<file path="src/rtl/uart_pkg.sv">
// Shared UART constants: receive FIFO entry layout (data word plus parity and framing flags).
package uart_pkg;

    localparam int RXF_DATA_W   = 8;
    localparam int RXF_ENTRY_W  = RXF_DATA_W + 2;
    localparam int RXF_PERR_BIT = RXF_DATA_W;
    localparam int RXF_FERR_BIT = RXF_DATA_W + 1;

endpackage

</file>
<file path="src/rtl/rx_fifo_mem.sv">
// Register-array storage for the receive FIFO.
// It has one synchronous write port and one asynchronous read port, and no reset.
module rx_fifo_mem #(
    parameter int WIDTH = 10,
    parameter int DEPTH = 16
) (
    input  logic                     clk,
    input  logic                     wr_en,
    input  logic [$clog2(DEPTH)-1:0] wr_addr,
    input  logic [WIDTH-1:0]         wr_data,
    input  logic [$clog2(DEPTH)-1:0] rd_addr,
    output logic [WIDTH-1:0]         rd_data
);

    logic [WIDTH-1:0] mem [DEPTH];

    always_ff @(posedge clk) begin
        if (wr_en) begin
            mem[wr_addr] <= wr_data;
        end
    end

    assign rd_data = mem[rd_addr];

endmodule

</file>
<file path="src/rtl/uart_rx_fifo.sv">
// First-word-fall-through receive FIFO behind the UART receiver.
// It stores each word with its error flags and sets a sticky overrun flag when a word is dropped.
module uart_rx_fifo
    import uart_pkg::*;
#(
    parameter int DATAWIDTH = RXF_DATA_W,
    parameter int DEPTH     = 16
) (
    input  logic                   clk,
    input  logic                   rst,
    input  logic [DATAWIDTH-1:0]   rx_data,
    input  logic                   rx_done,
    input  logic                   parity_err,
    input  logic                   framing_err,
    input  logic                   par_en,
    input  logic                   rd_en,
    output logic [DATAWIDTH-1:0]   rd_data,
    output logic                   rd_perr,
    output logic                   rd_ferr,
    output logic                   empty,
    output logic                   full,
    output logic [$clog2(DEPTH):0] count,
    output logic                   overrun,
    input  logic                   clr_overrun
);

    localparam int AW = $clog2(DEPTH);
    localparam int CW = AW + 1;
    localparam int EW = DATAWIDTH + 2;

    logic          rx_done_q;
    logic          primed;
    logic          wr_ev;
    logic          pop;
    logic          push;
    logic [AW-1:0] wr_ptr;
    logic [AW-1:0] rd_ptr;
    logic [EW-1:0] wr_entry;
    logic [EW-1:0] head;

    // primed blocks writes on the first clock after reset, so a level already high on rx_done is not taken as an edge.
    assign wr_ev    = rx_done & ~rx_done_q & primed;
    assign pop      = rd_en & ~empty;
    assign push     = wr_ev & (~full | pop);
    assign wr_entry = {framing_err, parity_err & par_en, rx_data};
    assign empty    = (count == '0);
    assign full     = (count == CW'(DEPTH));

    always_ff @(posedge clk or negedge rst) begin
        if (!rst) begin
            rx_done_q <= 1'b0;
            primed    <= 1'b0;
        end else begin
            rx_done_q <= rx_done;
            primed    <= 1'b1;
        end
    end

    always_ff @(posedge clk or negedge rst) begin
        if (!rst) begin
            wr_ptr <= '0;
            rd_ptr <= '0;
            count  <= '0;
        end else begin
            if (push) begin
                wr_ptr <= wr_ptr + AW'(1);
            end
            if (pop) begin
                rd_ptr <= rd_ptr + AW'(1);
            end
            if (push && !pop) begin
                count <= count + CW'(1);
            end else if (pop && !push) begin
                count <= count - CW'(1);
            end
        end
    end

    // A new overrun takes priority over a clear in the same cycle.
    always_ff @(posedge clk or negedge rst) begin
        if (!rst) begin
            overrun <= 1'b0;
        end else if (wr_ev && full && !pop) begin
            overrun <= 1'b1;
        end else if (clr_overrun) begin
            overrun <= 1'b0;
        end
    end

    rx_fifo_mem #(
        .WIDTH (EW),
        .DEPTH (DEPTH)
    ) u_mem (
        .clk     (clk),
        .wr_en   (push),
        .wr_addr (wr_ptr),
        .wr_data (wr_entry),
        .rd_addr (rd_ptr),
        .rd_data (head)
    );

    assign rd_data = empty ? '0 : head[DATAWIDTH-1:0];
    assign rd_perr = ~empty & head[DATAWIDTH];
    assign rd_ferr = ~empty & head[DATAWIDTH+1];

endmodule

</file>
<file path="config.mk">
export PLATFORM = sky130hd
export DESIGN_NAME = uart_rx_fifo
export DESIGN_NICKNAME = d
export VERILOG_FILES = /design/src/rtl/uart_pkg.sv /design/src/rtl/rx_fifo_mem.sv /design/src/rtl/uart_rx_fifo.sv
export SDC_FILE = /design/constraint.sdc
export NUM_CORES = 1
export LEC_CHECK = 0
export ABC_AREA = 1
export BUFFER_PORTS_ARGS = -buffer_cell sky130_fd_sc_hd__buf_2
export CAP_MARGIN = 20
export CELL_PAD_IN_SITES_DETAIL_PLACEMENT = 1
export CELL_PAD_IN_SITES_GLOBAL_PLACEMENT = 1
export CORE_MARGIN = 2
export CORE_UTILIZATION = 50
export CTS_CLUSTER_SIZE = 14
export DETAILED_ROUTE_END_ITERATION = 7
export HOLD_SLACK_MARGIN = 0.03
export MAX_ROUTING_LAYER = met4
export PLACE_DENSITY_LB_ADDON = 0.1
export REMOVE_ABC_BUFFERS = 1
export SLEW_MARGIN = 20
export SYNTH_ARGS = -nofsm -noshare
export SYNTH_HDL_FRONTEND = slang
export SYNTH_SLANG_ARGS = --single-unit
</file>
<file path="constraint.sdc">
create_clock -name clk -period 2.75 [get_ports clk]
set_input_delay 0.825 -clock clk [delete_from_list [all_inputs] [get_ports clk]]
set_output_delay 0.825 -clock clk [all_outputs]
set_load 0.01 [all_outputs]
</file>
== Word level (Yosys, flattened, before mapping) ==
Memories as Yosys holds them, arrays and structs flattened.
Cells that the tools add are included.

* Flip-flop bits (word level): 16
* Bits in writable memories: 160
* Output and inout bits: 18
* Logic and storage cells: 39
* Memories: 1

* $add $sub $neg: 4
* Eq/ne operators: 1
* Multiplexer cells: 7
* Bitwise gates (word level): 11
* Reduce and logical (&&, ||, !) cells: 9

{| class="wikitable"
|+ Memory list
! name !! words !! width !! read ports !! clocked after Yosys merged registers in !! wr ports !! line !! text
|-
| u_mem.mem || 16 || 10 || 1 || 0 || 1 || rx_fifo_mem.sv:15 || <nowiki>logic [WIDTH-1:0] mem [DEPTH];</nowiki>
|}

{| class="wikitable"
|+ Operator list
! cell !! count
|-
| $mux W5 || 2
|-
| $add A4 B1 Y4 const B || 2
|-
| $mux W8 || 1
|-
| $and A1 B1 Y1 || 7
|-
| $add A5 B1 Y5 const B || 1
|-
| $eq A5 B5 Y1 const B || 1
|-
| $logic_not A5 Y1 || 1
|-
| $sub A5 B1 Y5 const B || 1
|-
| $logic_and A1 B1 Y1 || 4
|-
| $mux W1 || 4
|-
| $reduce_bool A2 Y1 || 2
|-
| $not A1 Y1 || 3
|-
| $logic_not A1 Y1 || 2
|-
| $or A1 B1 Y1 || 1
|}

== Longest topological paths before layout ==
Gate-level depths: netlist of run 1.

* Word-level depth: 9
* Depth in mapped cells: 15
* Depth with buffers taken out: 15

== Hierarchy ==
A second synthesis of run 1 with hierarchy kept.

* Cell total of the unflattened synthesis: 803
* Area, all modules: 8064.0 µm²

{| class="wikitable"
|+ By module, submodules not included
! module !! times used !! cells each !! area an instance (µm²) !! sequential area each (µm²)
|-
| rx_fifo_mem || 1 || 672 || 6971.7 || 4804.6
|-
| uart_rx_fifo || 1 || 131 || 1092.3 || 400.4
|}

== Worst setup path before layout of run 1 ==
No wires, ideal clock.

* Path kind: input-to-reg
* Start: input port rx_done
* End: register count[4]
* Arrival: 2.396 ns
* Data required time: 2.685 ns
* Slack: 0.289 ns
* Cell stages on the path: 13
* Buffers on the path: 0
* Cells stage by stage: nand2_1 nor2_1 nand2_4 inv_2 ha_1 inv_1 fa_1 nand2_1 nand2_1 a21oi_1 xor2_1 nand2_1 nand2_1

* Word-level cells in the longest chain between the ends: 6
* Elaborated cells on any way between the ends: 8

{| class="wikitable"
|+ RTL lines
! element !! line !! text
|-
| start, declared || uart_rx_fifo.sv:12 || <nowiki>input logic rx_done,</nowiki>
|-
| $and A1 B1 Y1 (*) (2 in a row) || uart_rx_fifo.sv:42 || <nowiki>assign wr_ev = rx_done & ~rx_done_q & primed;</nowiki>
|-
| $and A1 B1 Y1 (*) || uart_rx_fifo.sv:44 || <nowiki>assign push = wr_ev & (~full | pop);</nowiki>
|-
| via push || uart_rx_fifo.sv:35 || <nowiki>logic push;</nowiki>
|-
| $logic_not A1 Y1 || uart_rx_fifo.sv:73 || <nowiki>end else if (pop && !push) begin</nowiki>
|-
| $logic_and A1 B1 Y1 || uart_rx_fifo.sv:73 ||
|-
| $reduce_bool A2 Y1 (no source line) || - ||
|-
| end signal, assigned || uart_rx_fifo.sv:72 || <nowiki>count <= count + CW'(1);</nowiki>
|-
| end signal, assigned || uart_rx_fifo.sv:74 || <nowiki>count <= count - CW'(1);</nowiki>
|-
| end, declared || uart_rx_fifo.sv:22 || <nowiki>output logic [$clog2(DEPTH):0] count,</nowiki>
|}

Mark *: on every way through the listed nets, which the timed path passes. The rest lies on a longest branch.
A chain may end at the register's enable or synchronous reset.

== Worst setup path in the final report of run 1 ==
* Start: register rd_ptr[0]
* End: output port rd_data[4]

* Word-level cells in the longest chain between the ends: 2

{| class="wikitable"
|+ RTL lines
! element !! line !! text
|-
| start, declared || uart_rx_fifo.sv:37 || <nowiki>logic [AW-1:0] rd_ptr;</nowiki>
|-
| start signal, assigned || uart_rx_fifo.sv:69 || <nowiki>rd_ptr <= rd_ptr + AW'(1);</nowiki>
|-
| $mem_v2 Z16 W10 || - ||
|-
| $mux W8 || uart_rx_fifo.sv:102 || <nowiki>assign rd_data = empty ? '0 : head[DATAWIDTH-1:0];</nowiki>
|-
| end, declared || uart_rx_fifo.sv:17 || <nowiki>output logic [DATAWIDTH-1:0] rd_data,</nowiki>
|}

Every way passes these cells.

==> results of run 1 <==
what timing repair did:
item                                    4_1_cts  5_1_grt
gates resized for setup                      19       67
gates cloned                                  6        5
endpoints found under the setup margin       10       10
pin swaps                                     1       44
buffers inserted                              8        0
worst max-delay path by stage:
stage	start	slack, ps	endpoint
2_1_floorplan	rd_ptr[0]	-450	rd_data[0]
3_3_place_gp	rx_done	180	count[4]
3_5_place_dp	rx_done	100	count[4]
4_1_cts	rd_ptr[0]	-130	rd_data[2]
5_1_grt	rd_ptr[0]	-260	rd_data[2]
6_report	rd_ptr[0]	-200	rd_data[4]
cell type report:
class / count / area (um^2)
timing repair buffer: 86 / 779.5
timing repair inverter: 2 / 31.28
tap: 184 / 230.2
clock buffer: 23 / 478.0
inverter: 21 / 95.09
fill: 1474 / 5413
clock inverter: 9 / 106.4
sequential: 176 / 5209
multi-input combinational: 417 / 2302
worst max-delay path, cell delays in order, from the launching register on:
cell	delay, ps
sky130_fd_sc_hd__dfrtp_4	510
sky130_fd_sc_hd__buf_12	180
sky130_fd_sc_hd__buf_8	150
sky130_fd_sc_hd__clkbuf_16	180
sky130_fd_sc_hd__nand2_4	60
sky130_fd_sc_hd__nand3_1	120
sky130_fd_sc_hd__nand3_2	100
sky130_fd_sc_hd__nand2_1	90
sky130_fd_sc_hd__nand2_2	100
sky130_fd_sc_hd__a21oi_2	50
sky130_fd_sc_hd__buf_2	140
state kept, by name, summed over array words and instances (netlist names):
| name | cells |
|---|---|
| wr_ptr | 4 |
| count | 5 |
| overrun | 1 |
| rx_done_q | 1 |
| primed | 1 |
| u_mem.mem | 160 |
| rd_ptr | 4 |
metrics by stage:
step	instances	worst slack, ps	instance area (um^2)
after global placement	868	179.6	8033
after floorplan	614	-449.8	7266
after global routing	918	-259.9	9231
after detailed placement	868	98.53	8033
after CTS	914	-133.7	8886
final	918	-196.8	9231
cells by family (layout without fill, tap and decap cells):
group | after synthesis | after routing | synth area share
AND/OR/NAND/NOR | 380 | 380 | 0.2165
flip-flops | 176 | 176 | 0.6908
buffers and inverters | 55 | 141 | 0.04782
AO/OA/AOI/OAI | 17 | 17 | 0.01627
adder cells (fa/ha/maj) | 10 | 10 | 0.01760
XOR/XNOR | 9 | 9 | 0.01046
other | 1 | 1 | 0.0004977
routing by layer:
layer  vias to the layer above  track usage  wire length (um)
met5                         -            -                 0
met3                        56      0.04386              1441
met2                       229       0.4998             12450
met1                      2824       0.3794              9472
met4                         0       0.1261               680
li1                       2394            -                 -
synthesized netlist by cell type, types with 2 or more instances:
master | count | area share
sky130_fd_sc_hd__dfrtp_1 | 16 | 0.053
sky130_fd_sc_hd__buf_2 | 14 | 0.0093
sky130_fd_sc_hd__ha_1 | 9 | 0.015
sky130_fd_sc_hd__nand2_2 | 3 | 0.0025
sky130_fd_sc_hd__buf_6 | 15 | 0.022
sky130_fd_sc_hd__nand3_1 | 128 | 0.085
sky130_fd_sc_hd__inv_1 | 17 | 0.0085
sky130_fd_sc_hd__nor3_1 | 16 | 0.011
sky130_fd_sc_hd__o21ai_1 | 2 | 0.0013
sky130_fd_sc_hd__o21ai_0 | 3 | 0.0020
sky130_fd_sc_hd__nor2_1 | 5 | 0.0025
sky130_fd_sc_hd__a21oi_2 | 10 | 0.012
sky130_fd_sc_hd__buf_4 | 3 | 0.0030
sky130_fd_sc_hd__edfxtp_1 | 160 | 0.64
sky130_fd_sc_hd__inv_2 | 3 | 0.0015
sky130_fd_sc_hd__a21oi_1 | 2 | 0.0013
sky130_fd_sc_hd__xor2_1 | 8 | 0.0093
sky130_fd_sc_hd__nand2_1 | 225 | 0.11
cell usage in the layout, fill, tap and decap left out, drive strengths merged:
master and count:
clkinvlp 3, inv 24, clkinv 3, o21ai 5, xnor2 1, nor3 16, bufinv 2, nor2 7
conb 1, clkbuf 28, fa 1, nand2 229, nand3 128, xor2 8, dfrtp 16, ha 9
a21oi 12, buf 81, edfxtp 160
report_power, final:
group | switching (mW) | internal (mW) | leakage [nW]
registers | 0.138 | 3.08 | 1.63
clock network | 1.02 | 1.41 | 0.280
logic | 2.91 | 1.62 | 1.65
==> impl_metrics.env, run 1 <==
export IMPL_start_util=0.5145
export IMPL_placeableCoreArea_um2=14640
export IMPL_worst_ep_arrival_time_ps=2120
export IMPL_rsz0062_at_grt="yes"
export IMPL_grt_first_pass_wirelength_um=34490
export IMPL_floorplan_rows=44
export IMPL_power_density_nw_per_um2=1103
export IMPL_p_total_mw=10.18
export IMPL_area_growth_synth_to_final_pct=22.52
export IMPL_setup_violations=10
export IMPL_hold_class="input port to async pin"
export IMPL_num_vias=5503
export IMPL_tightestPinTransition_ps=586.5
export IMPL_critical_path_peak_fanout=8
export IMPL_firstDrtPassIters=5
export IMPL_drt_total_wl_um=24040
export IMPL_buffer_ports_inserted=33
export IMPL_run_status="complete, but fails checks"
export IMPL_relSlewSlack=0.6086
export IMPL_start_kind="flip-flop"
export IMPL_mappedNetlistArea_um2=7535
export IMPL_critical_path_required_ps=1930
export IMPL_synth_flop_cell="sky130_fd_sc_hd__edfxtp_1"
export IMPL_final_core_utilization=0.6304
export IMPL_insertion_delay_ps=430
export IMPL_timing_rr_start="count[0]"
export IMPL_die_width_um=126.8
export IMPL_nNetsFinal=747
export IMPL_gp_congestion=0.7975
export IMPL_synth_distinct_cells=27
export IMPL_timing_max_transition_violations_final=0
export IMPL_failing_checks="negative setup slack"
export IMPL_tritoncts="yes"
export IMPL_number_of_h_tree_branching_levels=4
export IMPL_reg2regPathDepth=14
export IMPL_final_layout_size_suffix_gt1_frac=0.2984
export IMPL_max_freq_mhz=339.4
export IMPL_cts_inserted_buffers=17
export IMPL_postSynthCellCount=648
export IMPL_diodes=0
export IMPL_p_leak_nw=3.568
export IMPL_groute_usage_overall=0.3028
export IMPL_fp_dieH_um=126.8
export IMPL_die_area_um2=16070
export IMPL_ys_warnings_count=0
export IMPL_synth_async_reset_ratio=0.09091
export IMPL_vias_in_the_first_global_route=5871
export IMPL_hpwl_um=12680
export IMPL_grt_remaining_overflow=0
export IMPL_route_detailed_drc=0
export IMPL_element_type_at_the_critical_path_end="output pin"
export IMPL_yosysSeqAreaShare=0.6908
export IMPL_number_of_enable_type_register_cells_in_the_synthesized_netlist=160
export IMPL_ant_nets=0
export IMPL_cts_root_buffer_cell="sky130_fd_sc_hd__clkbuf_16"
export IMPL_syn_mean_instance_area_um2=11.63
export IMPL_worstReg2RegEnd="count[4]"
export IMPL_grt_max_degree=41
export IMPL_synth_register_bits=176
export IMPL_hold_violations_final=0
export IMPL_average_via_count_per_standard_cell=5.995
export IMPL_worst_setup_slack_for_register_to_register_paths_ps=350
export IMPL_vdd_ir_drop_max_mv=0.7001
export IMPL_fin_hold_ws_ps=312.1
export IMPL_numClockSinks=176
export IMPL_max_cap_violations=0
export IMPL_num_io_pins=34
export IMPL_setup_total_negative_slack_ps=-1462
export IMPL_layout_setup_ws_ps=-196.8
export IMPL_path_clk_slew_ps=70
export IMPL_clock_tree_buffer_depth=2
export IMPL_clock_skew_ps=7.510
export IMPL_post_route_period_util=1.072
export IMPL_min_period_ps=2947
export IMPL_drt_iter0_markers=712
export IMPL_routed_wire_length_per_instance_um=26.19
export IMPL_initial_antenna_violation_count=0
export IMPL_setup_worst_path_class="flip-flop to output pin"
export IMPL_postCtsHoldBufs=0
No activity file was read; power rests on OpenSTA's default activity.
==> run 2: changes to the inputs <==
--- a/config.mk
+++ b/config.mk
@@ -8,15 +8,13 @@
 export ABC_AREA = 1
 export BUFFER_PORTS_ARGS = -buffer_cell sky130_fd_sc_hd__buf_2
 export CAP_MARGIN = 20
-export CELL_PAD_IN_SITES_DETAIL_PLACEMENT = 1
-export CELL_PAD_IN_SITES_GLOBAL_PLACEMENT = 1
 export CORE_MARGIN = 2
-export CORE_UTILIZATION = 50
+export CORE_UTILIZATION = 55
 export CTS_CLUSTER_SIZE = 14
 export DETAILED_ROUTE_END_ITERATION = 7
 export HOLD_SLACK_MARGIN = 0.03
 export MAX_ROUTING_LAYER = met4
-export PLACE_DENSITY_LB_ADDON = 0.1
+export PLACE_DENSITY = 0.72
 export REMOVE_ABC_BUFFERS = 1
 export SLEW_MARGIN = 20
 export SYNTH_ARGS = -nofsm -noshare
==> run 2 against run 1 <==
The run still ends with negative setup slack left. Die area decreased by 8.8%. Non-clock buffer count rose by 2. Wire length decreased by 23%. Combinational power decreased by 4%. Critical endpoint is now rd_ferr.
==> impl_metrics.env, run 2 (synthesis results as in run 1) <==
export IMPL_critical_path_peak_fanout=8
export IMPL_grt_remaining_overflow=0
export IMPL_rsz0062_at_grt="yes"
export IMPL_fp_dieH_um=121.0
export IMPL_num_io_pins=34
export IMPL_hold_violations_final=0
export IMPL_placeableCoreArea_um2=13300
export IMPL_number_of_h_tree_branching_levels=4
export IMPL_setup_total_negative_slack_ps=-758.7
export IMPL_die_area_um2=14650
export IMPL_gp_congestion=0.9242
export IMPL_num_vias=5378
export IMPL_firstDrtPassIters=6
export IMPL_final_common_cell="sky130_fd_sc_hd__nand2_1"
export IMPL_max_freq_mhz=345.0
export IMPL_tightestPinTransition_ps=601.6
export IMPL_layout_setup_ws_ps=-148.5
export IMPL_diodes=0
export IMPL_nNetsFinal=750
export IMPL_critical_path_required_ps=1930
export IMPL_hold_class="input port to async pin"
export IMPL_top_regs="u_mem.mem x160, count x5"
export IMPL_vdd_ir_drop_max_mv=0.6709
export IMPL_grt_first_pass_wirelength_um=27400
export IMPL_regArea_um2=5209
export IMPL_largest_reg_flops=160
export IMPL_fillCellCount=903
export IMPL_placement_setup_worst_slack_ps=46.70
export IMPL_grt_max_degree=43
export IMPL_floorplan_rows=42
export IMPL_power_density_nw_per_um2=1071
export IMPL_tritoncts="yes"
export IMPL_ant_nets=0
export IMPL_drt_iter0_markers=630
export IMPL_initial_antenna_violation_count=0
export IMPL_max_cap_violations=0
export IMPL_cts_root_buffer_cell="sky130_fd_sc_hd__clkbuf_16"
export IMPL_timing_max_transition_violations_final=0
export IMPL_largest_register="u_mem.mem"
export IMPL_groute_usage_overall=0.2617
export IMPL_worst_ep_arrival_time_ps=2070
export IMPL_run_status="complete, but fails checks"
export IMPL_routed_wire_length_per_instance_um=20.25
export IMPL_path_clk_slew_ps=60
export IMPL_setup_violations=10
export IMPL_layout_common_cells="sky130_fd_sc_hd__nand2_1, sky130_fd_sc_hd__edfxtp_1, sky130_fd_sc_hd__nand3_1"
export IMPL_area_growth_synth_to_final_pct=22.32
export IMPL_route_detailed_drc=0
export IMPL_relSlewSlack=0.5985
export IMPL_failing_checks="negative setup slack"
export IMPL_postCtsHoldBufs=0
export IMPL_element_type_at_the_critical_path_end="output pin"
export IMPL_clock_skew_ps=6.106
export IMPL_setup_worst_path_class="flip-flop to output pin"
export IMPL_insertion_delay_ps=430
export IMPL_vias_in_the_first_global_route=5069
export IMPL_start_util=0.5667
export IMPL_buffer_ports_inserted=33
export IMPL_average_via_count_per_standard_cell=5.890
export IMPL_drt_total_wl_um=18490
export IMPL_min_period_ps=2898
export IMPL_p_leak_nw=3.563
export IMPL_post_route_period_util=1.054
export IMPL_clock_tree_buffer_depth=2
export IMPL_start_kind="flip-flop"
export IMPL_cts_inserted_buffers=17
export IMPL_hpwl_um=10550
export IMPL_final_core_utilization=0.6932
export IMPL_numClockSinks=176
export IMPL_multi_input_combinational_cell_area_um2=2250
export IMPL_final_layout_size_suffix_gt1_frac=0.2822
export IMPL_die_width_um=121.0
==> run 2: final timing paths <==
kind	from	end	slack [ps]	cells after the start
max in group asynchronous	rst	rd_ptr[0]	2140	1
min in group clk	rx_done	rx_done_q	520	1
hold / removal	rst	rd_ptr[0]	310	1
setup reg to reg	count[0]	count[4]	320	14
setup / recovery	rd_ptr[0]	rd_ferr	-150	10
hold reg to reg	count[2]	count[2]	550	2
==> run 2: metal layers <==
| layer | global-route usage | share of wire |
|---|---|---|
| met2 | 0.4178 | 0.50 |
| met3 | 0.05122 | 0.075 |
| met4 | 0.09157 | 0.028 |
| met1 | 0.3385 | 0.40 |
| met5 | - | 0 |
==> run 2: what timing repair did <==
action,CTS,global route
buffers inserted,8,3
endpoints found under the setup margin,10,10
pin swaps,7,28
resized for setup,14,77
gates cloned,3,8
hold endpoints to repair,0,0
==> run 2: layout make-up <==
| type | instances | share of cell area |
|---|---|---|
| Inverter | 21 | 0.01018 |
| Timing Repair inverter | 3 | 0.003937 |
| Sequential cell | 176 | 0.5652 |
| Tap cell | 176 | 0.02389 |
| Timing Repair Buffer | 88 | 0.09177 |
| Clock buffer | 25 | 0.05159 |
| Clock inverter | 7 | 0.009367 |
| Multi-Input combinational cell | 417 | 0.2441 |
==> run 2: worst max-delay path: stages, from the launching register on <==
cell	delay (ps)
sky130_fd_sc_hd__dfrtp_4	430
sky130_fd_sc_hd__buf_4	190
sky130_fd_sc_hd__buf_6	140
sky130_fd_sc_hd__buf_8	130
sky130_fd_sc_hd__nand2_2	50
sky130_fd_sc_hd__nand3_1	80
sky130_fd_sc_hd__nand3_1	90
sky130_fd_sc_hd__nand2_1	110
sky130_fd_sc_hd__nand2_2	80
sky130_fd_sc_hd__a21oi_4	220
sky130_fd_sc_hd__buf_6	130
==> run 2: power by group <==
part           leakage [nW]  internal, mW  switching, mW
Clock                 0.273          1.38          0.924
Sequential             1.63          3.08          0.132
Combinational          1.66          1.73           2.63
Total                  3.56          6.19           3.68
==> run 2: per-stage QoR <==
step	total power, mW	cell area (um^2)	instances	hold WS (ps)
floorplan	5.263	7266	614	529.4
global placement	6.452	8040	860	512.9
detailed placement	6.565	8040	860	535.5
CTS	9.169	8788	903	307.9
global route	10.37	9216	913	329.3
finish	9.873	9216	913	309.4
